### src/rtl/conv_row_seq.sv
// ---------------------------------------------------------------------------
// conv_row_seq
//
// Sequencer for a 3x3 PE convolution array. It holds a 9-tap filter bank and
// takes input rows (five 10-bit pixels) over a valid/ready stream. Each row is
// presented to the array with one 3-tap filter row. The three 6-bit lane
// results are accumulated over three passes. Each finished output row is
// emitted as one 18-bit word over valid/ready.
//
// Parameters:
//   PE_LAT   array latency, in cycles, from stable inputs to a valid array_out (>= 1)
//   NUM_OUT  output rows per job (>= 1); each output consumes three input rows
//
// Ports:
//   clk, rst_n            clock, synchronous active-low reset
//   cfg_we/addr/data      filter tap write; taps 0..8 are writable in IDLE only
//   start                 job start pulse (ignored while a job is running)
//   busy                  high from the accepted start until the done cycle
//   done                  one-cycle pulse after the last output handshake
//   in_valid/ready/data   input row stream (50 bits, five pixels)
//   array_in              input window driven to the array
//   array_filter          filter row driven to the array (tap 3k in [5:0])
//   array_out             three 6-bit lane results returned by the array
//   out_valid/ready/data  accumulated result stream (three 6-bit lanes)
//   sat_flag              (CONV_SAT_EN only) sticky: some lane saturated
//
// Build option:
//   CONV_SAT_EN  when defined, each lane saturates at 63 instead of wrapping,
//                and the sat_flag port is added.
// ---------------------------------------------------------------------------
module conv_row_seq #(
    parameter int PE_LAT  = 1,
    parameter int NUM_OUT = 4
) (
    input  logic        clk,
    input  logic        rst_n,
    input  logic        cfg_we,
    input  logic [3:0]  cfg_addr,
    input  logic [5:0]  cfg_data,
    input  logic        start,
    output logic        busy,
    output logic        done,
    input  logic        in_valid,
    output logic        in_ready,
    input  logic [49:0] in_data,
    output logic [49:0] array_in,
    output logic [17:0] array_filter,
    input  logic [17:0] array_out,
    output logic        out_valid,
    input  logic        out_ready,
    output logic [17:0] out_data
`ifdef CONV_SAT_EN
    ,
    output logic        sat_flag
`endif
);

    localparam int LAT_W = (PE_LAT < 1) ? 1 : $clog2(PE_LAT + 1);
    localparam int CNT_W = (NUM_OUT < 1) ? 1 : $clog2(NUM_OUT + 1);
    localparam logic [LAT_W-1:0] LAT_LAST = LAT_W'(PE_LAT);
    localparam logic [CNT_W-1:0] OUT_LAST = CNT_W'(NUM_OUT - 1);

    typedef enum logic [2:0] {
        S_IDLE,
        S_FETCH,
        S_COMPUTE,
        S_OUTPUT,
        S_DONE
    } state_t;

    state_t state;
    state_t next_state;

    logic [5:0]       taps [0:8];
    logic [49:0]      row_reg;
    logic [17:0]      filt_reg;
    logic [17:0]      row_taps;
    logic [17:0]      acc;
    logic [17:0]      acc_next;
    logic [1:0]       k;
    logic [CNT_W-1:0] out_cnt;
    logic [LAT_W-1:0] lat_cnt;

`ifdef CONV_SAT_EN
    logic [6:0]       lane_sum [3];
    logic [2:0]       lane_sat;
`endif

    logic start_fire;
    logic in_fire;
    logic out_fire;
    logic sample;
    logic last_row;
    logic last_out;
    logic cfg_hit;

    assign start_fire = (state == S_IDLE) && start;
    assign in_fire    = (state == S_FETCH) && in_valid;
    assign out_fire   = (state == S_OUTPUT) && out_ready;
    // The array result is valid once the inputs have been stable for PE_LAT cycles.
    assign sample     = (state == S_COMPUTE) && (lat_cnt == LAT_LAST);
    assign last_row   = (k == 2'd2);
    assign last_out   = (out_cnt == OUT_LAST);
    assign cfg_hit    = cfg_we && (state == S_IDLE) && (cfg_addr <= 4'd8);

    // State register.
    always_ff @(posedge clk) begin
        if (!rst_n) begin
            state <= S_IDLE;
        end else begin
            state <= next_state;
        end
    end

    // Next-state logic: fetch a row, compute it, repeat three times, then emit.
    always_comb begin
        next_state = state;
        unique case (state)
            S_IDLE: begin
                if (start) begin
                    next_state = S_FETCH;
                end
            end
            S_FETCH: begin
                if (in_valid) begin
                    next_state = S_COMPUTE;
                end
            end
            S_COMPUTE: begin
                if (sample) begin
                    next_state = last_row ? S_OUTPUT : S_FETCH;
                end
            end
            S_OUTPUT: begin
                if (out_ready) begin
                    next_state = last_out ? S_DONE : S_FETCH;
                end
            end
            S_DONE: begin
                next_state = S_IDLE;
            end
            default: begin
                next_state = S_IDLE;
            end
        endcase
    end

    // Handshake and status outputs are pure functions of the state.
    always_comb begin
        busy      = 1'b0;
        done      = 1'b0;
        in_ready  = 1'b0;
        out_valid = 1'b0;
        unique case (state)
            S_IDLE:    ;
            S_FETCH: begin
                busy     = 1'b1;
                in_ready = 1'b1;
            end
            S_COMPUTE: begin
                busy = 1'b1;
            end
            S_OUTPUT: begin
                busy      = 1'b1;
                out_valid = 1'b1;
            end
            S_DONE: begin
                done = 1'b1;
            end
            default:   ;
        endcase
    end

    assign array_in     = row_reg;
    assign array_filter = filt_reg;
    assign out_data     = acc;

    // Filter row selected by the current row index k, with tap 3k in the low lane.
    always_comb begin
        row_taps = '0;
        case (k)
            2'd0:    row_taps = {taps[2], taps[1], taps[0]};
            2'd1:    row_taps = {taps[5], taps[4], taps[3]};
            default: row_taps = {taps[8], taps[7], taps[6]};
        endcase
    end

    // Lane-wise accumulate. The first pass loads the accumulator; later passes
    // add to it independently in each 6-bit lane.
    always_comb begin
        acc_next = acc;
`ifdef CONV_SAT_EN
        lane_sat = '0;
        for (int l = 0; l < 3; l++) begin
            lane_sum[l] = {1'b0, acc[l*6 +: 6]} + {1'b0, array_out[l*6 +: 6]};
        end
        if (k == 2'd0) begin
            acc_next = array_out;
        end else begin
            for (int l = 0; l < 3; l++) begin
                if (lane_sum[l][6]) begin
                    acc_next[l*6 +: 6] = 6'd63;
                    lane_sat[l]        = 1'b1;
                end else begin
                    acc_next[l*6 +: 6] = lane_sum[l][5:0];
                end
            end
        end
`else
        if (k == 2'd0) begin
            acc_next = array_out;
        end else begin
            for (int l = 0; l < 3; l++) begin
                acc_next[l*6 +: 6] = acc[l*6 +: 6] + array_out[l*6 +: 6];
            end
        end
`endif
    end

    // Datapath registers: tap bank, row/filter holding registers, counters and
    // accumulator. The array inputs only change when a new row is accepted, so
    // they stay stable through COMPUTE and hold their values outside it.
    always_ff @(posedge clk) begin
        if (!rst_n) begin
            for (int i = 0; i < 9; i++) begin
                taps[i] <= '0;
            end
            row_reg  <= '0;
            filt_reg <= '0;
            acc      <= '0;
            k        <= '0;
            out_cnt  <= '0;
            lat_cnt  <= '0;
`ifdef CONV_SAT_EN
            sat_flag <= 1'b0;
`endif
        end else begin
            if (cfg_hit) begin
                taps[cfg_addr] <= cfg_data;
            end

            if (start_fire) begin
                k       <= '0;
                out_cnt <= '0;
`ifdef CONV_SAT_EN
                sat_flag <= 1'b0;
`endif
            end

            if (in_fire) begin
                row_reg  <= in_data;
                filt_reg <= row_taps;
                lat_cnt  <= '0;
            end else if ((state == S_COMPUTE) && !sample) begin
                lat_cnt <= lat_cnt + LAT_W'(1);
            end

            if (sample) begin
                acc <= acc_next;
                if (!last_row) begin
                    k <= k + 2'd1;
                end
`ifdef CONV_SAT_EN
                sat_flag <= sat_flag | (|lane_sat);
`endif
            end

            if (out_fire) begin
                out_cnt <= out_cnt + CNT_W'(1);
                k       <= '0;
            end
        end
    end

endmodule

### config.mk
export PLATFORM = sky130hd
export DESIGN_NAME = conv_row_seq
export DESIGN_NICKNAME = d
export VERILOG_FILES = /design/src/rtl/conv_row_seq.sv
export SDC_FILE = /design/constraint.sdc
export NUM_CORES = 1
export LEC_CHECK = 0
export ABC_CLOCK_PERIOD_IN_PS = 3200
export BUFFER_PORTS_ARGS = -buffer_cell sky130_fd_sc_hd__buf_2
export CELL_PAD_IN_SITES_DETAIL_PLACEMENT = 0
export CELL_PAD_IN_SITES_GLOBAL_PLACEMENT = 2
export CORE_MARGIN = 5
export CORE_UTILIZATION = 32
export CTS_CLUSTER_SIZE = 40
export DETAILED_ROUTE_END_ITERATION = 12
export PLACE_DENSITY_LB_ADDON = 0.1
export SLEW_MARGIN = 20
export SYNTH_ARGS = -nofsm -noshare
export SYNTH_HDL_FRONTEND = slang
export SYNTH_SLANG_ARGS = --single-unit
### constraint.sdc
create_clock -name clk -period 3.2 [get_ports clk]
set_input_delay 0.64 -clock clk [delete_from_list [all_inputs] [get_ports clk]]
set_output_delay 0.64 -clock clk [all_outputs]
set_load 0.03 [all_outputs]
Word level (Yosys, flattened, before mapping)
Memories as Yosys holds them, arrays and structs flattened.
Cells that the tools add are included.

word-level totals
  bits in registers = 95
  latch bits = 0
  RAM bits = 54
  ROM bits = 0
  bits of input ports = 84
  output and inout port bits = 90
  word-level logic and storage cells = 68
  memories kept = 1

memories
  memory  depth  width  rd ports  clocked after memory_dff  write ports  RTL line  RTL
  taps    9      6      9         0                         9            74        logic [5:0] taps [0:8];

cells by class
  add/subtract/negate cells = 6
  multiply operators = 0
  div/mod/pow operators = 0
  order comparisons = 1
  equal/unequal tests = 11
  shifts and indexed selects = 0
  mux-type cells = 25
  bitwise gates (word level) = 1
  reduce and logical (&&, ||, !) cells = 16

operator list
  kind                   count
  $pmux W18 S2           1
  $mux W3                7
  $add A6 B6 Y6          3
  $mux W18               1
  $pmux W3 S4            1
  $eq A3 B2 Y1 const B   3
  $mux W1                9
  $mux W2                4
  $ne A2 B2 Y1 const B   4
  $logic_and A1 B1 Y1    7
  $mux W6                1
  $reduce_or A6 Y1       1
  $le A4 B4 Y1 const B   1
  $mux W4                1
  $reduce_and A4 Y1      1
  $reduce_or A2 Y1       2
  $add A3 B1 Y3 const B  1
  $eq A3 B1 Y1 const B   1
  $eq A3 B3 Y1 const B   1
  $logic_not A3 Y1       1
  $reduce_or A3 Y1       1
  $add A2 B1 Y2 const B  1
  $eq A2 B1 Y1 const B   1
  $eq A2 B2 Y1 const B   1
  other kinds (5)        5

Logic depth before layout (Yosys ltp)
  word-level depth = 8
  gate-level depth with buffers = 8
  gate-level depth less buffers = 8

Worst setup path after synthesis
OpenSTA, ideal clock, no wires.

  path type = input -> register
  from = in rst_n
  to = mem taps[5][0], enable pin
  library setup time = 0.377 ns
  arrival time = 2.040 ns
  required time = 2.823 ns
  setup slack = 0.782 ns
  stages = 5
  path buffers = 2
  cells stage by stage = clkbuf_2 > nand2b_1 > or4b_4 > buf_6 > o21ai_0

RTL lines
  what                RTL line  RTL
  start: declaration  36        input logic rst_n,
  end: declaration    74

==> reports/results.tsv <==
metric	value	unit
Hold Buf Count CTS	0	
share of cells above drive strength 1	0.258	
Post-CTS Setup Bufs	0	
CTS buffer count	17	
number of global-route vias before repair	5519	
top cell type's share of synthesized area	0.274	
cell with the most instances after synthesis	nand2_1	
status	finished clean	
first-pass GRT wire length	29.4	mm
Post-synth top cells	nand2_1 (188), dfxtp_1 (95), a21boi_0 (59), and2_1 (58), edfxtp_1 (54)	
Hold Path Depth	2	
Die ar.	24700	µm²
CP max stage delay	0.70	ns
kind of critical path	reg -> reg	
Warnings, synthesis	0	
CP bufs+invs	0	
Syn Inst Count	730	
maximum vdd drop	0.354	mV
minimum clock period after layout	2.46	ns
worst reg2reg path depth	4	
clk_lat worst skew	0.42	ns
H-tree depth	4	
vias	5512	
Rows	53	
Clock transition at path regs	0.07	ns
CP Capture Type	register	
Sink Count	149	
Final Max Tran Viols	0	
clock root buffer master	clkbuf_16	
total wire length	18.3	mm
post-synthesis sequential area ratio	0.508	
kind of cell adding the most delay to the critical path	simple AND/OR/NAND/NOR gates	
drt pass-1 iters	4	
Post-synth ARST share	0	
DR DRC count	0	
PostCTS Resize Cnt	0	
CTS tree	yes	
Die Wd	157	µm
final core utilization	0.408	
Levels on crit path	4	
Critical Path Fanout Max	13	
hpwl dp	13.3	mm
routed length per placed instance	15.6	µm
Seq cells post-synth	149	
syn_area_per_cell	9.51	µm²
Post-synth EDFFs	54	
PD cells	516	nW/µm²
CTS Buffer Depth	2	
initial antenna violation count	0	
P_leak	3.66	nW
max cap viols	0	
Post-Route Setup TNS	0	ns
Total GRT Usage	0.149	
dpl cells	1146	
WP data required	3.25	ns
final hold viol count	0	
cell taking the most area after synthesis	dfxtp_1	
final cell count without fillers	1178	
gpl congestion	0.767	
Core ar.	21200	µm²
Area growth syn-to-layout	24.8	%
antenna viol nets, final	0	
buffers added on ports	173	
GRT overflow	0	
Post-Syn Nets	834	
crit path DAT	2.50	ns
synthesized area	6940	µm²
CP max stage cell	o21ai_0	
Starting Density	0.327	
Initial DRC Count	213	
Slew Limit Headroom	0.413	
Worst Hold Class	reg -> reg	
Vias per Instance	4.68	
RSZ-0062 raised after global routing	no	
Critical Path, Cell by Cell	nor2_4 -> nand2_2 -> or4_1 -> o21ai_0	
die height	157	µm
final setup fails	0	
Antenna Diode Count	0	
Max Clk Rate	407	MHz
top area cells in the synthesized netlist	dfxtp_1 (27%), edfxtp_1 (23%), nand2_1 (10%), a21boi_0 (6.4%), and2_1 (5.2%)	
largest net degree at the start of global routing	99	
Setup Skew	0.00950	ns
Period Utilization, post-route	0.767	
number of library cell types mapped by synthesis	55	
final net count	994	
Synth Flop Type	dfxtp_1	
# IOs	174	
Critical Path Source Type	register	
Slew @ Worst Pin	0.881	ns
-- flip-flops by register name, indices dropped and copies added (netlist names) --
register / count
array_in: 50
taps: 54
state: 3
array_filter: 18
out_cnt: 3
lat_cnt: 1
k: 2
out_data: 18
-- worst register-to-register path, stage by stage (launching register included) --
cell,delay (ns)
dfxtp_1,0.43
nor2_4,0.16
nand2_2,0.12
or4_1,0.68
o21ai_0,0.70
-- per-stage QoR --
step	hold slack [ns]	worst slack (ns)	power, mW	cell area [µm²]
after global routing	0.456	0.527	4.67	8660
final	0.454	0.744	4.47	8660
after global placement	0.443	0.504	2.53	8080
after detailed placement	0.447	0.440	2.53	8080
after CTS	0.441	0.710	4.54	8660
after floorplan	0.476	0.782	2.35	6940
-- layout make-up --
cell class	count	area, µm²
Timing Repair Buffer	184	961
Sequential cell	149	3520
Tap cell	275	344
Clock buffer	17	425
Clock inverter	15	158
Multi-Input combinational cell	532	3230
Inverter	6	22.5
Fill cell	2153	12600
-- metal layers --
metal	wire, µm	track usage	vias up	share of wire
li1	-	-	2842	-
met1	8870	0.208	2517	0.48
met2	8110	0.231	138	0.44
met3	1110	0.0316	15	0.060
met4	264	0.0504	0	0.014
met5	0	0	-	0
-- cells in the final DEF (no fill, tap or decap), types with 11 or more instances in the layout --
cell	netlist	final
dfxtp_1	95	95
o21ai_0	36	36
ha_1	17	17
nand2_1	188	187
a21boi_0	59	59
a21oi_1	20	20
edfxtp_1	54	54
clkbuf_16	0	17
and2_1	58	58
a21boi_1	11	11
buf_2	11	173
nand3_1	11	11
mux2i_1	20	20
-- cell families after synthesis --
| logic type | synth area share |
|---|---|
| mux | 0.0305 |
| buf+inv | 0.0297 |
| simple gates | 0.222 |
| compound gates | 0.165 |
| flops | 0.508 |
| xor+xnor | 0.00631 |
| fa+ha+maj | 0.0393 |
-- where the power goes --
group          leakage (nW)  internal [mW]  total [mW]  switching (mW)
logic                  2.05          0.142       0.421           0.279
registers              1.33           2.03        2.06          0.0343
clock network         0.283           1.11        1.99           0.882
-- final timing paths --
| path | from | to | slack (ns) |
|---|---|---|---|
| setup / recovery | state[1] | taps[2][3] | 0.74 |
| hold / removal | array_filter[14] | array_filter[14] | 0.45 |
| setup reg to reg | state[1] | taps[2][3] | 0.74 |
| hold reg to reg | array_filter[14] | array_filter[14] | 0.45 |
Note: power is estimated with default switching activity, not from simulation.
